==> src/rtl/mips_pkg.sv <==
// rtl/mips_pkg.sv - opcodes, ALU op codes, sequencer states and decode record shared by the sequencer
package mips_pkg;

    localparam logic [5:0] OP_RTYPE    = 6'd0;
    localparam logic [5:0] OP_LW       = 6'd35;
    localparam logic [5:0] OP_SW       = 6'd43;
    localparam logic [1:0] ALUOP_ADD   = 2'd0;
    localparam logic [1:0] ALUOP_FUNCT = 2'd2;

    typedef enum logic [2:0] {
        IDLE,
        DECODE,
        EXEC,
        MEM,
        WB,
        DONE,
        ERR
    } state_t;

    typedef struct packed {
        logic       legal;
        logic       is_load;
        logic       is_store;
        logic       reg_dst;
        logic       alu_src;
        logic       mem_to_reg;
        logic [1:0] alu_op;
    } decode_t;

endpackage

==> src/rtl/instr_decode.sv <==
// rtl/instr_decode.sv - combinational opcode decode into legality, access type and static datapath selects
module instr_decode
    import mips_pkg::*;
(
    input  logic [5:0] opcode_i,
    output decode_t    dec_o
);

    always_comb begin
        dec_o = '0;
        case (opcode_i)
            OP_RTYPE: begin
                dec_o.legal   = 1'b1;
                dec_o.reg_dst = 1'b1;
                dec_o.alu_op  = ALUOP_FUNCT;
            end
            OP_LW: begin
                dec_o.legal      = 1'b1;
                dec_o.is_load    = 1'b1;
                dec_o.alu_src    = 1'b1;
                dec_o.mem_to_reg = 1'b1;
                dec_o.alu_op     = ALUOP_ADD;
            end
            OP_SW: begin
                dec_o.legal    = 1'b1;
                dec_o.is_store = 1'b1;
                dec_o.alu_src  = 1'b1;
                dec_o.alu_op   = ALUOP_ADD;
            end
            default: ;
        endcase
    end

endmodule

==> src/rtl/instr_sequencer.sv <==
// rtl/instr_sequencer.sv - multicycle control FSM driving MIPS datapath selects and strobes with counted timing
module instr_sequencer
    import mips_pkg::*;
#(
    parameter int EXEC_CYCLES = 1,
    parameter int MEM_CYCLES  = 2,
    parameter int CNT_W       = 16
) (
    input  logic             clock,
    input  logic             reset,
    input  logic             instr_valid,
    input  logic [31:0]      instr_word,
    input  logic             hold,
    output logic             instr_ready,
    output logic [31:0]      instr_q,
    output logic             reg_dst,
    output logic             alu_src,
    output logic             mem_to_reg,
    output logic [1:0]       alu_op,
    output logic             reg_write,
    output logic             mem_read,
    output logic             mem_write,
    output logic             instr_done,
    output logic             illegal_op,
    output logic [CNT_W-1:0] retired_cnt
);

    localparam int MAX_CYC = (EXEC_CYCLES > MEM_CYCLES) ? EXEC_CYCLES : MEM_CYCLES;
    localparam int CYC_W   = $clog2(MAX_CYC + 1);
    localparam logic [CYC_W-1:0] EXEC_LAST = CYC_W'(EXEC_CYCLES - 1);
    localparam logic [CYC_W-1:0] MEM_LAST  = CYC_W'(MEM_CYCLES - 1);

    state_t           state_q, state_d;
    logic [CYC_W-1:0] cyc_q, cyc_d;
    logic [31:0]      instr_word_q;
    logic [CNT_W-1:0] retired_q;
    decode_t          dec;
    logic             exec_last;
    logic             mem_last;
    logic             sel_en;

    instr_decode u_decode (
        .opcode_i (instr_word_q[31:26]),
        .dec_o    (dec)
    );

    assign exec_last   = (cyc_q == EXEC_LAST);
    assign mem_last    = (cyc_q == MEM_LAST);
    assign instr_q     = instr_word_q;
    assign retired_cnt = retired_q;

    always_ff @(posedge clock or negedge reset) begin
        if (!reset) begin
            state_q      <= IDLE;
            cyc_q        <= '0;
            instr_word_q <= '0;
            retired_q    <= '0;
        end else begin
            state_q <= state_d;
            cyc_q   <= cyc_d;
            if (state_q == IDLE && instr_valid) begin
                instr_word_q <= instr_word;
            end
            if (state_q == DONE) begin
                retired_q <= retired_q + CNT_W'(1);
            end
        end
    end

    // hold freezes both the cycle counter and the state in EXEC and MEM only
    always_comb begin
        state_d = state_q;
        cyc_d   = cyc_q;
        case (state_q)
            IDLE:   if (instr_valid) state_d = DECODE;
            DECODE: begin
                cyc_d   = '0;
                state_d = dec.legal ? EXEC : ERR;
            end
            EXEC: if (!hold) begin
                if (exec_last) begin
                    cyc_d   = '0;
                    state_d = (dec.is_load || dec.is_store) ? MEM : WB;
                end else begin
                    cyc_d = cyc_q + CYC_W'(1);
                end
            end
            MEM: if (!hold) begin
                if (mem_last) begin
                    cyc_d   = '0;
                    state_d = dec.is_load ? WB : DONE;
                end else begin
                    cyc_d = cyc_q + CYC_W'(1);
                end
            end
            WB:      state_d = DONE;
            DONE:    state_d = IDLE;
            ERR:     state_d = IDLE;
            default: state_d = IDLE;
        endcase
    end

    always_comb begin
        sel_en      = (state_q != IDLE) && (state_q != ERR);
        instr_ready = (state_q == IDLE);
        reg_dst     = sel_en & dec.reg_dst;
        alu_src     = sel_en & dec.alu_src;
        mem_to_reg  = sel_en & dec.mem_to_reg;
        alu_op      = sel_en ? dec.alu_op : ALUOP_ADD;
        reg_write   = (state_q == WB);
        mem_read    = (state_q == MEM) && dec.is_load;
        mem_write   = (state_q == MEM) && dec.is_store && mem_last && !hold;
        instr_done  = (state_q == DONE);
        illegal_op  = (state_q == ERR);
    end

endmodule

==> config.mk <==
export PLATFORM = sky130hd
export DESIGN_NAME = instr_sequencer
export DESIGN_NICKNAME = d
export VERILOG_FILES = /design/src/rtl/mips_pkg.sv /design/src/rtl/instr_decode.sv /design/src/rtl/instr_sequencer.sv
export SDC_FILE = /design/constraint.sdc
export NUM_CORES = 1
export LEC_CHECK = 0
export CAP_MARGIN = 20
export CORE_MARGIN = 10
export CORE_UTILIZATION = 27
export DETAILED_ROUTE_END_ITERATION = 16
export HOLD_SLACK_MARGIN = 0.03
export PLACE_DENSITY_LB_ADDON = 0.05
export SLEW_MARGIN = 10
export SYNTH_ARGS = -nofsm -noshare
export SYNTH_HDL_FRONTEND = slang
export SYNTH_SLANG_ARGS = --single-unit
==> constraint.sdc <==
create_clock -name clock -period 4.3 [get_ports clock]
set_input_delay 0.43 -clock clock [delete_from_list [all_inputs] [get_ports clock]]
set_output_delay 0.43 -clock clock [all_outputs]
set_load 0.05 [all_outputs]
==> summary.md <==
| Metric | Value |
|---|---|
| Area share of the largest cell type after synthesis | `0.507` |
| All-Layer GR Usage | `0.0974` |
| Die ar. | `about 14,000 um2` |
| R2r endpoint | `instr_q[27]` |
| Final GP Congestion | `~0.73` |
| Dominant cells by area after synthesis | `dfrtp_1 51%, mux2_4 17%, buf_12 3.1%` |
| Final-stage net count | `331` |
| Clock tree skew after final layout | `approximately 0.017 ns` |
| F_max | `between 300 and 400 MHz` |
| Clock root buffer | `clkbuf_8` |
| Total negative slack for setup checks | `0 ns` |
| Critical path, cell by cell | `nor2b_1 -> nor3_1 -> nor2_1 -> clkdlybuf4s50_1` |
| Worst Setup End Kind | `output port` |
| Drt wl/cell | `approximately 16 um` |
| Worst setup SP type | `flip-flop` |
| Worst-case reg-to-reg path depth | `3` |
| Worst slack, placed | `approximately 1.8 ns` |
| Router iterations before antenna repair | `4` |
| Number of max-slew violations in the final report | `0` |
| Starting Density | `0.281` |
| Total internal power | `1.53 mW` |
| Leak pwr | `approximately 1.6 nW` |
| Clock H-tree levels | `2` |
| Number of sinks driven by the clock tree | `53` |
| Setup repair after global routing missed its margin | `false` |
| Post-CTS setup-driven buffer insertion count | `0` |
| P_sw | `1.38 mW` |
| Total global routing overflow | `0` |
| Number of nets still failing antenna checks after routing | `0` |
| Slowest-stage cell, CP | `clkdlybuf4s50_1` |
| Synthesized area per cell | `13.1 um2` |
| Path category of the worst min-delay check | `in -> async` |
| Count of standard-cell rows | `35` |
| Final wirelength | `approximately 7 mm` |
| Average vias per placed instance | `~4.2` |
| Final Cycle Share | `0.670` |
| Worst voltage drop across the vdd grid | `0.389 mV` |
| Setup-violating endpoint count in the final report | `0` |
| Cell taking the most area after synthesis | `dfrtp_1` |
| Final Hold Violating Endpoints | `0` |
| Setup slack, reg-to-reg | `between 2 and 2.5 ns` |
| Antenna cells | `0` |
| Count of state elements after synthesis | `53` |
| Remaining design rule violation count | `0` |
| Insertion delay to the later sink of the worst-skew pair | `between 0.3 and 0.4 ns` |
| Cell total after placement | `about 410` |
| Proportion of layout cells with a drive suffix above 1 | `0.171` |
| Post-synthesis net count | `240` |
| DRC violation total after the first TritonRoute iteration | `approximately 80` |
| Kind of critical path | `reg -> out` |
| Die boundary width | `roughly 120 um` |
| Worst Slack Setup Final | `about 1.4 ns` |
| Number of buffers on the longest clock path | `2` |
| Buffer and inverter count on the worst path | `1` |
| Register area share after synthesis | `0.507` |
| Hold buffer count at cts | `0` |
| DPL Wire Length | `about 5.0 mm` |
| Tightest Pin Transition | `~0.70 ns` |
| Via count of the first global-routing pass | `around 2,000` |
| Number of top-level design ports | `95` |
| Data required, critical path | `~3.9 ns` |
| Start point of the critical path | `state_q[1]` |
| Total vias in the final route | `~1,800` |
| Number of maximum-capacitance violations | `0` |
| Register share of total power | `0.303` |
| Largest delay share family, worst path | `buffers and inverters` |
| Post-Syn Instances | `200` |
| Critical path depth in cells | `4` |
| Largest net degree at the start of global routing | `54` |
| Data arrival at the endpoint of the critical path | `2.45 ns` |
| Clk pin slew, worst setup/hold paths | `roughly 0.10 ns` |
| Switching part of the total power | `0.475` |
| Syn-to-layout area delta | `40.9%` |
| Delay of the slowest cell on the worst path | `roughly 0.88 ns` |
| Fill cell count | `938` |
| Initial antenna violation count | `0` |
| Filler-free cell count of the finished design | `~420` |
| Run status | `finished, final reports clean` |
| Core Footprint | `between 9000 and 10,000 um2` |
| Synthesized cell area | `2620 um2` |
| R2R Path Start | `state_q[0]` |
| PD cells | `a little under 800 nW/um2` |
| Vertical die dimension | `about 120 um` |
| Synth cell types | `40` |
| Share of total power in combinational logic | `0.593` |
| Wire length of the first global-routing pass | `around 11 mm` |
| Number of cells upsized or downsized after cts | `0` |
| Headroom to the max-slew limit | `0.533` |
| CTS tree | `done` |
| Fraction of power consumed by the clock network | `0.104` |
| CTS buffer count | `5` |
| PortBufs | `93` |
| Ys Warns | `0` |
| Peak fanout along the critical path | `15` |
| Final period demand of the worst path | `roughly 2.9 ns` |
[how the worst max path moves through the flow]
| stage | slack (ns) | end |
|---|---|---|
| after global placement | 1.74 | mem_write |
| after detailed placement | 1.76 | mem_write |
| after global routing | 1.22 | mem_write |
| final | 1.42 | alu_op[1] |
| after CTS | 1.42 | alu_op[1] |
| after floorplan | 1.13 | mem_write |
[synth_stat cells]
cell	instances
nand2_1	12
mux2_2	2
a21oi_1	3
or3_1	1
nand3b_1	1
nor4_1	1
buf_4	2
and4_1	1
mux2_4	30
nor2b_1	4
nand2b_1	1
dfrtp_1	53
mux2i_1	3
and2_1	3
nor2_1	11
conb_1	1
buf_2	2
ha_1	4
or2_1	1
a22o_1	2
o21ai_0	5
o31ai_1	2
nand4_2	1
and3_1	2
clkbuf_1	1
and2_4	1
inv_1	4
and4b_1	1
nor3_1	4
xor2_1	6
nand3b_4	1
or2_2	1
xnor2_1	9
buf_6	1
buf_12	4
nand4_1	4
nor4_4	1
a31oi_1	2
nor3_2	3
nand3_1	9
[sequential cells by signal, summed over array words and instances, names as in the netlist]
register and count:
cyc_q 2, retired_cnt 16, state_q 3, instr_q 32
[power by group through the flow]
stage                     clock [mW]  combinational, mW  sequential, mW
final                          0.303               1.73           0.884
after global routing           0.346               1.82           0.924
after CTS                      0.323               1.76           0.887
after detailed placement           0               1.75           0.894
after global placement             0               1.76           0.889
after floorplan                    0              0.692            1.44
[layer usage]
layer  up-vias  routed length (um)  GRT usage
li1        870                   -          -
met1       854                3040      0.120
met2        50                3300      0.158
met3         5                 476     0.0357
met4         0                  50     0.0252
met5         -                   0          0
[placed cells by master (no fill, tap or decap), types with 2 or more instances in the layout]
| master | count |
|---|---|
| dfrtp_1 | 53 |
| o21ai_0 | 5 |
| a22o_1 | 2 |
| o31ai_1 | 2 |
| nand2_1 | 12 |
| and2_1 | 3 |
| nand4_1 | 4 |
| mux2i_1 | 3 |
| mux2_4 | 30 |
| xnor2_1 | 9 |
| nor2_1 | 11 |
| a31oi_1 | 2 |
| inv_1 | 4 |
| ha_1 | 4 |
| clkdlybuf4s50_1 | 92 |
| nor2b_1 | 4 |
| nor3_2 | 3 |
| nor3_1 | 4 |
| xor2_1 | 6 |
| and3_1 | 2 |
| nand3_1 | 9 |
| a21oi_1 | 3 |
| mux2_2 | 2 |
| clkbuf_8 | 6 |
[through the flow]
| step | power (mW) | utilization | hold slack [ns] | cell area (um2) |
|---|---|---|---|---|
| 3_3_place_gp | 2.65 | 0.385 | 0.460 | 3590 |
| 6_report | 2.92 | 0.395 | 0.240 | 3690 |
| 5_1_grt | 3.09 | 0.395 | 0.298 | 3690 |
| 2_1_floorplan | 2.13 | - | 0.134 | 2620 |
| 3_5_place_dp | 2.64 | 0.385 | 0.463 | 3590 |
| 4_1_cts | 2.97 | 0.395 | 0.275 | 3690 |
[cell families after synthesis]
| family | Yosys count | share of synthesized area |
|---|---|---|
| AO/OA/AOI/OAI | 14 | 0.0325 |
| XOR/XNOR | 15 | 0.0502 |
| buffers and inverters | 14 | 0.0516 |
| flip-flops | 53 | 0.507 |
| AND/OR/NAND/NOR | 64 | 0.146 |
| adder cells (fa/ha/maj) | 4 | 0.0191 |
| multiplexers | 35 | 0.192 |
| other | 1 | 0.00143 |
[worst register-to-register path, delay by kind of cell, from the launching register on]
family	cells	cell delay (ns)
flip-flops	1	0.63
multiplexers	1	0.42
AND/OR/NAND/NOR	2	0.90
[cell type report]
type	instances	area, um2	area share
flip-flops and latches	53	1330	0.360
multi-input cells	133	1160	0.313
inverters	4	15.0	0.00407
clock buffers	6	82.6	0.0224
well taps	129	161	0.0438
repair buffers	94	933	0.253
clock inverters	2	13.8	0.00373
Note: power is estimated with default switching activity, not from simulation.
